<file path="config.mk">
export PLATFORM = sky130hd
export DESIGN_NAME = fpu_cmp
export DESIGN_NICKNAME = d
export VERILOG_FILES = /design/src/rtl/fpu_cmp.sv
export SDC_FILE = /design/constraint.sdc
export NUM_CORES = 1
export LEC_CHECK = 0
export ABC_AREA = 1
export CAP_MARGIN = 20
export CORE_UTILIZATION = 35
export CTS_CLUSTER_SIZE = 28
export DETAILED_ROUTE_END_ITERATION = 10
export GPL_ROUTABILITY_DRIVEN = 0
export GPL_TIMING_DRIVEN = 0
export SETUP_SLACK_MARGIN = 0.4
export SYNTH_ARGS = -nofsm -noshare
export SYNTH_HDL_FRONTEND = slang
export SYNTH_SLANG_ARGS = --single-unit
</file>
<file path="constraint.sdc">
create_clock -name clk_i -period 7.8 [get_ports clk_i]
set_input_delay 1.56 -clock clk_i [delete_from_list [all_inputs] [get_ports clk_i]]
set_output_delay 1.56 -clock clk_i [all_outputs]
set_load 0.02 [all_outputs]
</file>
<file path="src/rtl/fpu_cmp.sv">
// fpu_cmp: RISC-V F/D sign-injection, min/max and compare unit.
//
// Accepts one FSGNJ/FSGNJN/FSGNJX, FMIN/FMAX or FLE/FLT/FEQ instruction
// (single or double) at a time. The result appears two cycles after the
// op is presented and is held until the issuer moves on.
//
// Ports:
//   clk_i        clock, all state updates on the rising edge
//   reset_i      synchronous active-high reset
//   fpuEnable_i  unit enable; when low instr_i is ignored
//   instr_i      RISC-V instruction, held by the issuer until busy_o drops
//   rs1_i        operand A (single values live in [31:0], box in [63:32])
//   rs2_i        operand B
//   busy_o       op accepted or in flight, result not yet valid
//   fflags_o     {NV,DZ,OF,UF,NX}, valid once busy_o drops after an op
//   fpuOut_o     result, valid once busy_o drops after an op
//
// Build option:
//   FPU_CMP_NANBOX_EN  when defined, single operands whose upper word is not
//                      all ones read as the canonical quiet NaN, and single
//                      FP results are boxed with ffffffff. When undefined the
//                      upper word of single operands is ignored and single
//                      FP results carry zero in [63:32].
module fpu_cmp (
    input  logic        clk_i,
    input  logic        reset_i,
    input  logic        fpuEnable_i,
    input  logic [31:0] instr_i,
    input  logic [63:0] rs1_i,
    input  logic [63:0] rs2_i,
    output logic        busy_o,
    output logic [4:0]  fflags_o,
    output logic [63:0] fpuOut_o
);

    localparam logic [6:0]  OpFp       = 7'b1010011;
    localparam logic [4:0]  FuncSgnj   = 5'b00100;
    localparam logic [4:0]  FuncMinMax = 5'b00101;
    localparam logic [4:0]  FuncCmp    = 5'b10100;
    localparam logic [31:0] CanonS     = 32'h7fc0_0000;
    localparam logic [63:0] CanonD     = 64'h7ff8_0000_0000_0000;
`ifdef FPU_CMP_NANBOX_EN
    localparam logic [31:0] BoxHi      = 32'hffff_ffff;
`else
    localparam logic [31:0] BoxHi      = 32'h0000_0000;
`endif

    typedef enum logic [1:0] {IDLE, EXEC, DONE} state_t;

    typedef struct packed {
        logic        sign;
        logic [62:0] mag;
        logic        isNan;
        logic        isSnan;
        logic [63:0] bits;
    } operand_t;

    // An op is ours when it is an OP-FP instruction in S or D format with one
    // of the sign-injection, min/max or compare function codes.
    function automatic logic isSupported(input logic [31:0] instr);
        logic funcOk;
        case (instr[31:27])
            FuncSgnj:   funcOk = (instr[14:12] <= 3'd2);
            FuncMinMax: funcOk = (instr[14:12] <= 3'd1);
            FuncCmp:    funcOk = (instr[14:12] <= 3'd2);
            default:    funcOk = 1'b0;
        endcase
        return (instr[6:0] == OpFp) && !instr[26] && funcOk;
    endfunction

    // Splits an operand into sign and magnitude so that both formats can be
    // ordered with one integer comparison; single values are right-aligned.
    function automatic operand_t unpackOperand(input logic [63:0] raw, input logic isDouble);
        operand_t op;
        logic [31:0] word;
        op = '0;
        if (isDouble) begin
            op.sign   = raw[63];
            op.mag    = raw[62:0];
            op.isNan  = (raw[62:52] == 11'h7ff) && (raw[51:0] != '0);
            op.isSnan = op.isNan && !raw[51];
            op.bits   = raw;
        end else begin
            word = raw[31:0];
`ifdef FPU_CMP_NANBOX_EN
            if (raw[63:32] != 32'hffff_ffff) begin
                word = CanonS;
            end
`endif
            op.sign   = word[31];
            op.mag    = {32'h0, word[30:0]};
            op.isNan  = (word[30:23] == 8'hff) && (word[22:0] != '0);
            op.isSnan = op.isNan && !word[22];
            op.bits   = {32'h0, word};
        end
        return op;
    endfunction

    state_t      state_q, state_d;
    logic [31:0] instr_q, instr_d;
    logic [63:0] rs1_q, rs1_d;
    logic [63:0] rs2_q, rs2_d;
    logic [63:0] fpuOut_q, fpuOut_d;
    logic [4:0]  fflags_q, fflags_d;

    logic        isDouble;
    operand_t    opA, opB;
    logic        orderedLt, bothZero, lessThan, equalVal, injSign, opPresented;
    logic [63:0] fpVal, result;
    logic [4:0]  resultFlags;

    // Datapath on the latched operands. orderedLt is a total order where -0
    // sorts below +0, which is what min/max need; the IEEE compares mask that
    // out with bothZero. Only NV can ever be raised by these ops.
    always_comb begin
        isDouble    = instr_q[25];
        opA         = unpackOperand(rs1_q, isDouble);
        opB         = unpackOperand(rs2_q, isDouble);
        orderedLt   = (opA.sign != opB.sign) ? opA.sign
                    : (opA.sign ? (opA.mag > opB.mag) : (opA.mag < opB.mag));
        bothZero    = (opA.mag == '0) && (opB.mag == '0);
        lessThan    = orderedLt && !bothZero;
        equalVal    = bothZero || ((opA.sign == opB.sign) && (opA.mag == opB.mag));
        injSign     = 1'b0;
        fpVal       = '0;
        result      = '0;
        resultFlags = '0;
        case (instr_q[31:27])
            FuncSgnj: begin
                case (instr_q[13:12])
                    2'b00:   injSign = opB.sign;
                    2'b01:   injSign = !opB.sign;
                    default: injSign = opA.sign ^ opB.sign;
                endcase
                fpVal = isDouble ? {injSign, opA.bits[62:0]} : {32'h0, injSign, opA.bits[30:0]};
            end
            FuncMinMax: begin
                resultFlags[4] = opA.isSnan | opB.isSnan;
                if (opA.isNan && opB.isNan) begin
                    fpVal = isDouble ? CanonD : {32'h0, CanonS};
                end else if (opA.isNan) begin
                    fpVal = opB.bits;
                end else if (opB.isNan) begin
                    fpVal = opA.bits;
                end else if (orderedLt ^ instr_q[12]) begin
                    fpVal = opA.bits;
                end else begin
                    fpVal = opB.bits;
                end
            end
            FuncCmp: begin
                if (opA.isNan || opB.isNan) begin
                    resultFlags[4] = instr_q[13] ? (opA.isSnan | opB.isSnan) : 1'b1;
                end else begin
                    case (instr_q[13:12])
                        2'b00:   result[0] = lessThan | equalVal;
                        2'b01:   result[0] = lessThan;
                        default: result[0] = equalVal;
                    endcase
                end
            end
            default: begin
                fpVal = '0;
            end
        endcase
        if (instr_q[31:27] != FuncCmp) begin
            result = isDouble ? fpVal : {BoxHi, fpVal[31:0]};
        end
    end

    // Control: IDLE latches a presented op, EXEC registers the result, DONE
    // holds it until the issuer changes the instruction or drops the enable.
    // busy_o is forced low during reset so an aborted op never looks live.
    always_comb begin
        state_d     = state_q;
        instr_d     = instr_q;
        rs1_d       = rs1_q;
        rs2_d       = rs2_q;
        fpuOut_d    = fpuOut_q;
        fflags_d    = fflags_q;
        opPresented = fpuEnable_i && isSupported(instr_i);
        busy_o      = !reset_i && opPresented && ((state_q == IDLE) || (state_q == EXEC));
        case (state_q)
            IDLE: begin
                if (opPresented) begin
                    instr_d = instr_i;
                    rs1_d   = rs1_i;
                    rs2_d   = rs2_i;
                    state_d = EXEC;
                end
            end
            EXEC: begin
                fpuOut_d = result;
                fflags_d = resultFlags;
                state_d  = DONE;
            end
            DONE: begin
                if (!fpuEnable_i || (instr_i != instr_q)) begin
                    state_d = IDLE;
                end
            end
            default: begin
                state_d = IDLE;
            end
        endcase
    end

    // State and datapath registers; reset clears everything so an aborted
    // op leaves no trace and a still-presented op is taken again from IDLE.
    always_ff @(posedge clk_i) begin
        if (reset_i) begin
            state_q  <= IDLE;
            instr_q  <= '0;
            rs1_q    <= '0;
            rs2_q    <= '0;
            fpuOut_q <= '0;
            fflags_q <= '0;
        end else begin
            state_q  <= state_d;
            instr_q  <= instr_d;
            rs1_q    <= rs1_d;
            rs2_q    <= rs2_d;
            fpuOut_q <= fpuOut_d;
            fflags_q <= fflags_d;
        end
    end

    assign fpuOut_o = fpuOut_q;
    assign fflags_o = fflags_q;

endmodule

</file>
==> results.md, run 1 <==
- Period utilization: a little under three quarters
- Worst path slowest cell: clkbuf_1
- P&R area growth vs syn: 29.4%
- Via count: 14286
- Rows: 69
- Most used flip-flop cell after synthesis: dfxtp_1
- Met3 WL: about 4000 um
- Crit path time final: 5.53 ns
- WP buf/inv: 4
- CTS Buffer Depth: 3
- Clk slew on worst S/H paths: 0.06 ns
- Die area: 0.0377 mm2
- CP Data Arrival Time: 3.97 ns
- Peak Freq: roughly 180 MHz
- Worst ir drop on vdd: 143 uV
- DRT Wirelength: between 50000 and 60000 um
- Final hold viol count: 0
- Core area: between 0.03 and 0.04 mm2
- Post-synth EDFFs: 0
- Highest Signal Layer: met4
- Setup bufs post-CTS: 0
- Largest net degree at the start of global routing: 14
- Global-route wire length before repair: 77800 um
- Status: finished, final reports clean
- Synth Instances: about 2000
- Met1 Wirelength: 21800 um
- Synthesized flop and latch total: 227
- Cell area after synthesis: 0.0129 mm2
- Routed len/inst: approximately 19 um
- Kind of critical path: in2out
- Sequential area share after synthesis: a little over a third
- Setup slack after layout: 2.27 ns
- Initial Util: 36.0%
- Worst min path class: reg2reg
- Number of max-cap violations: 0
- Vias in the first global route: approximately 14000
- Drt first pass iters: 6
- GRT Overall Usage: roughly a quarter
- # resized after CTS: 0
- Die span in x: 194 um
- Post-CTS Hold Fix Bufs: 0
- Setup crit end kind: output pin
- Total CTS buffers: 27
- Clk_lat worst skew: ~0.55 ns
- DRT antenna net count: 0
- Post-synth ARST share: 0%
- Diodes inserted: 0
- Syn avg cell area: ~6.6 um2
- Commonest cells after routing, fill and taps aside: 474 x nand2_1, 282 x nor2_1, 228 x clkdlybuf4s50_1, 227 x dfxtp_1, 182 x inv_1
- Fill count: approximately 3800
- CP Max Fanout: 10
- Setup TNS: 0 ns
- CTS Root Cell: clkbuf_16
- P per Cell Area: 155 mW/mm2
- Number of synthesis warnings: 0
- Layout cells sized above 1: 4.38%
- Multi-input gate area: 0.00717 mm2
- Met2 wire len: 22000 um
- Residual DRC count: 0
- Reg area: 0.00454 mm2
- Boundary Pins: 233
- Worst path max stage delay: 0.58 ns
- Commonest non-fill, non-tap cell in the layout: nand2_1
- HPWL after detailed placement: 39700 um
- Required @ worst endpoint: ~6.2 ns
- Cell variety after synth: 48
- Critical-path cell list: clkdlybuf4s50_1, clkbuf_1, clkbuf_1, nor3b_1, clkdlybuf4s50_1
- Gr ovfl total: 0
- Avg Vias per Cell: ~5.3
- Final nets: 2444
- H-tree Lvls: 1
- Antenna violations before repair: 0
- RSZ-0062 raised after global routing: false
- Least-Margin Pin Slew: 0.984 ns
- Starting DRT DRC Count: between 1000 and 1500
- Max Slew Vio Count: 0
- CTS tree: yes
- Place WS: 2.33 ns
- Clock skew: ~0.014 ns
- Top cell family by delay on the critical path: buffers and inverters
- Final-report setup violation count: 0
- Die Span Y: 194 um
- Port bufs: 228
- Slew HR: 34.4%
- Worst Setup Start Kind: input port
- Clock tree sinks: 227
- Leak pwr: approximately 7.4 nW
==> power breakdown <==
| part | internal (mW) | switching (mW) |
|---|---|---|
| clock | 0.785 | 0.516 |
| combinational | 0.0826 | 0.0553 |
| sequential | 1.16 | 0.0000819 |
| total | 2.03 | 0.571 |
==> cells in the mapped netlist, types with 14 or more instances <==
master / instances / area, um2
a211oi_1: 73 / 548
dfxtp_1: 227 / 4540
a21oi_1: 138 / 691
clkbuf_1: 86 / 323
nand4_1: 48 / 300
inv_1: 182 / 683
nor2_1: 282 / 1060
o21bai_1: 14 / 105
nor3_1: 23 / 115
nor4_1: 20 / 125
nand3_1: 89 / 445
o21ai_1: 15 / 75.1
o21ai_0: 120 / 601
ha_1: 63 / 788
nand2_1: 474 / 1780
==> path summary, 6_finish.rpt <==
check	end	slack, ns	cells past startpoint	start
setup / recovery	busy_o	2.27	5	reset_i
setup reg to reg	fpuOut_o[14]$_SDFFE_PP0P_	3.01	23	instr_q[25]$_SDFFE_PP0P_
hold / removal	instr_q[3]$_SDFFE_PP0P_	0.46	2	instr_q[3]$_SDFFE_PP0P_
hold reg to reg	instr_q[3]$_SDFFE_PP0P_	0.46	2	instr_q[3]$_SDFFE_PP0P_
==> logic make-up (layout without fill, tap and decap cells) <==
logic type | count (synthesis) | in the layout | synth area share, %
adders and majority gates | 63 | 63 | 6.10
and+or+nand+nor | 961 | 961 | 31.2
AOI/OAI and AO/OA | 383 | 383 | 17.0
other | 1 | 4 | 0.0290
DFF | 227 | 227 | 35.2
buffers and inverters | 306 | 585 | 9.38
xor gates and xnor gates | 16 | 16 | 1.09
==> sequential cells by signal, indices dropped and copies added, names as in the netlist <==
signal / count
fpuOut_o: 64
rs1_q: 64
rs2_q: 64
instr_q: 32
state_q: 2
fflags_o: 1
==> per-layer routing <==
| metal | vias up | GRT usage, % |
|---|---|---|
| met1 | 6483 | 34.9 |
| li1 | 6972 | - |
| met5 | - | 0 |
| met3 | 137 | 3.44 |
| met4 | 0 | 10.9 |
| met2 | 694 | 42.5 |
==> tightest hold or removal path, delay by kind of cell (launching register included) <==
family                 cells  cell delay, ns
and+or+nand+nor            1            0.07
buffers and inverters      1            0.04
DFF                        1            0.31
==> layout make-up <==
class | instances | area share (%)
flip-flops and latches | 227 | 27.2
multi-input cells | 1427 | 42.9
clock inverters | 13 | 0.921
repair buffers | 229 | 13.7
inverters | 193 | 4.34
plain buffers | 113 | 2.91
clock buffers | 37 | 4.57
well taps | 461 | 3.45
==> through the flow <==
step                      std cells  hold WS (ns)  power, mW  util [%]  instance area [um2]
final                          2700         0.456       2.60      46.5                16700
after global placement         2649         0.447       1.32      44.0                15800
after detailed placement       2649         0.449       1.32      44.0                15800
after floorplan                1960         0.436       1.22         -                12900
after global routing           2700         0.477       2.67      46.5                16700
after CTS                      2699         0.459       2.62      46.5                16700
Power figures use the tool's default switching activity.
==> run 2: changes to the inputs <==
- clock period: 7.8 -> 5.53 ns (I/O delays scaled with it)
==> results of run 2 <==
Same layout as run 1 (identical final DEF). Status: finished, final reports clean.
Among the figures that moved: setup slack after placement 2.33 ns -> 0.933 ns; setup slack after layout 2.27 ns -> 0.744 ns; start point of the critical path reset_i -> instr_q[25]$_SDFFE_PP0P_; end point of the critical path busy_o -> fpuOut_o[14]$_SDFFE_PP0P_; register-to-register setup slack 3.01 ns -> 0.74 ns; total power 2.60 mW -> 3.66 mW; worst IR drop on VDD 143 uV -> 202 uV
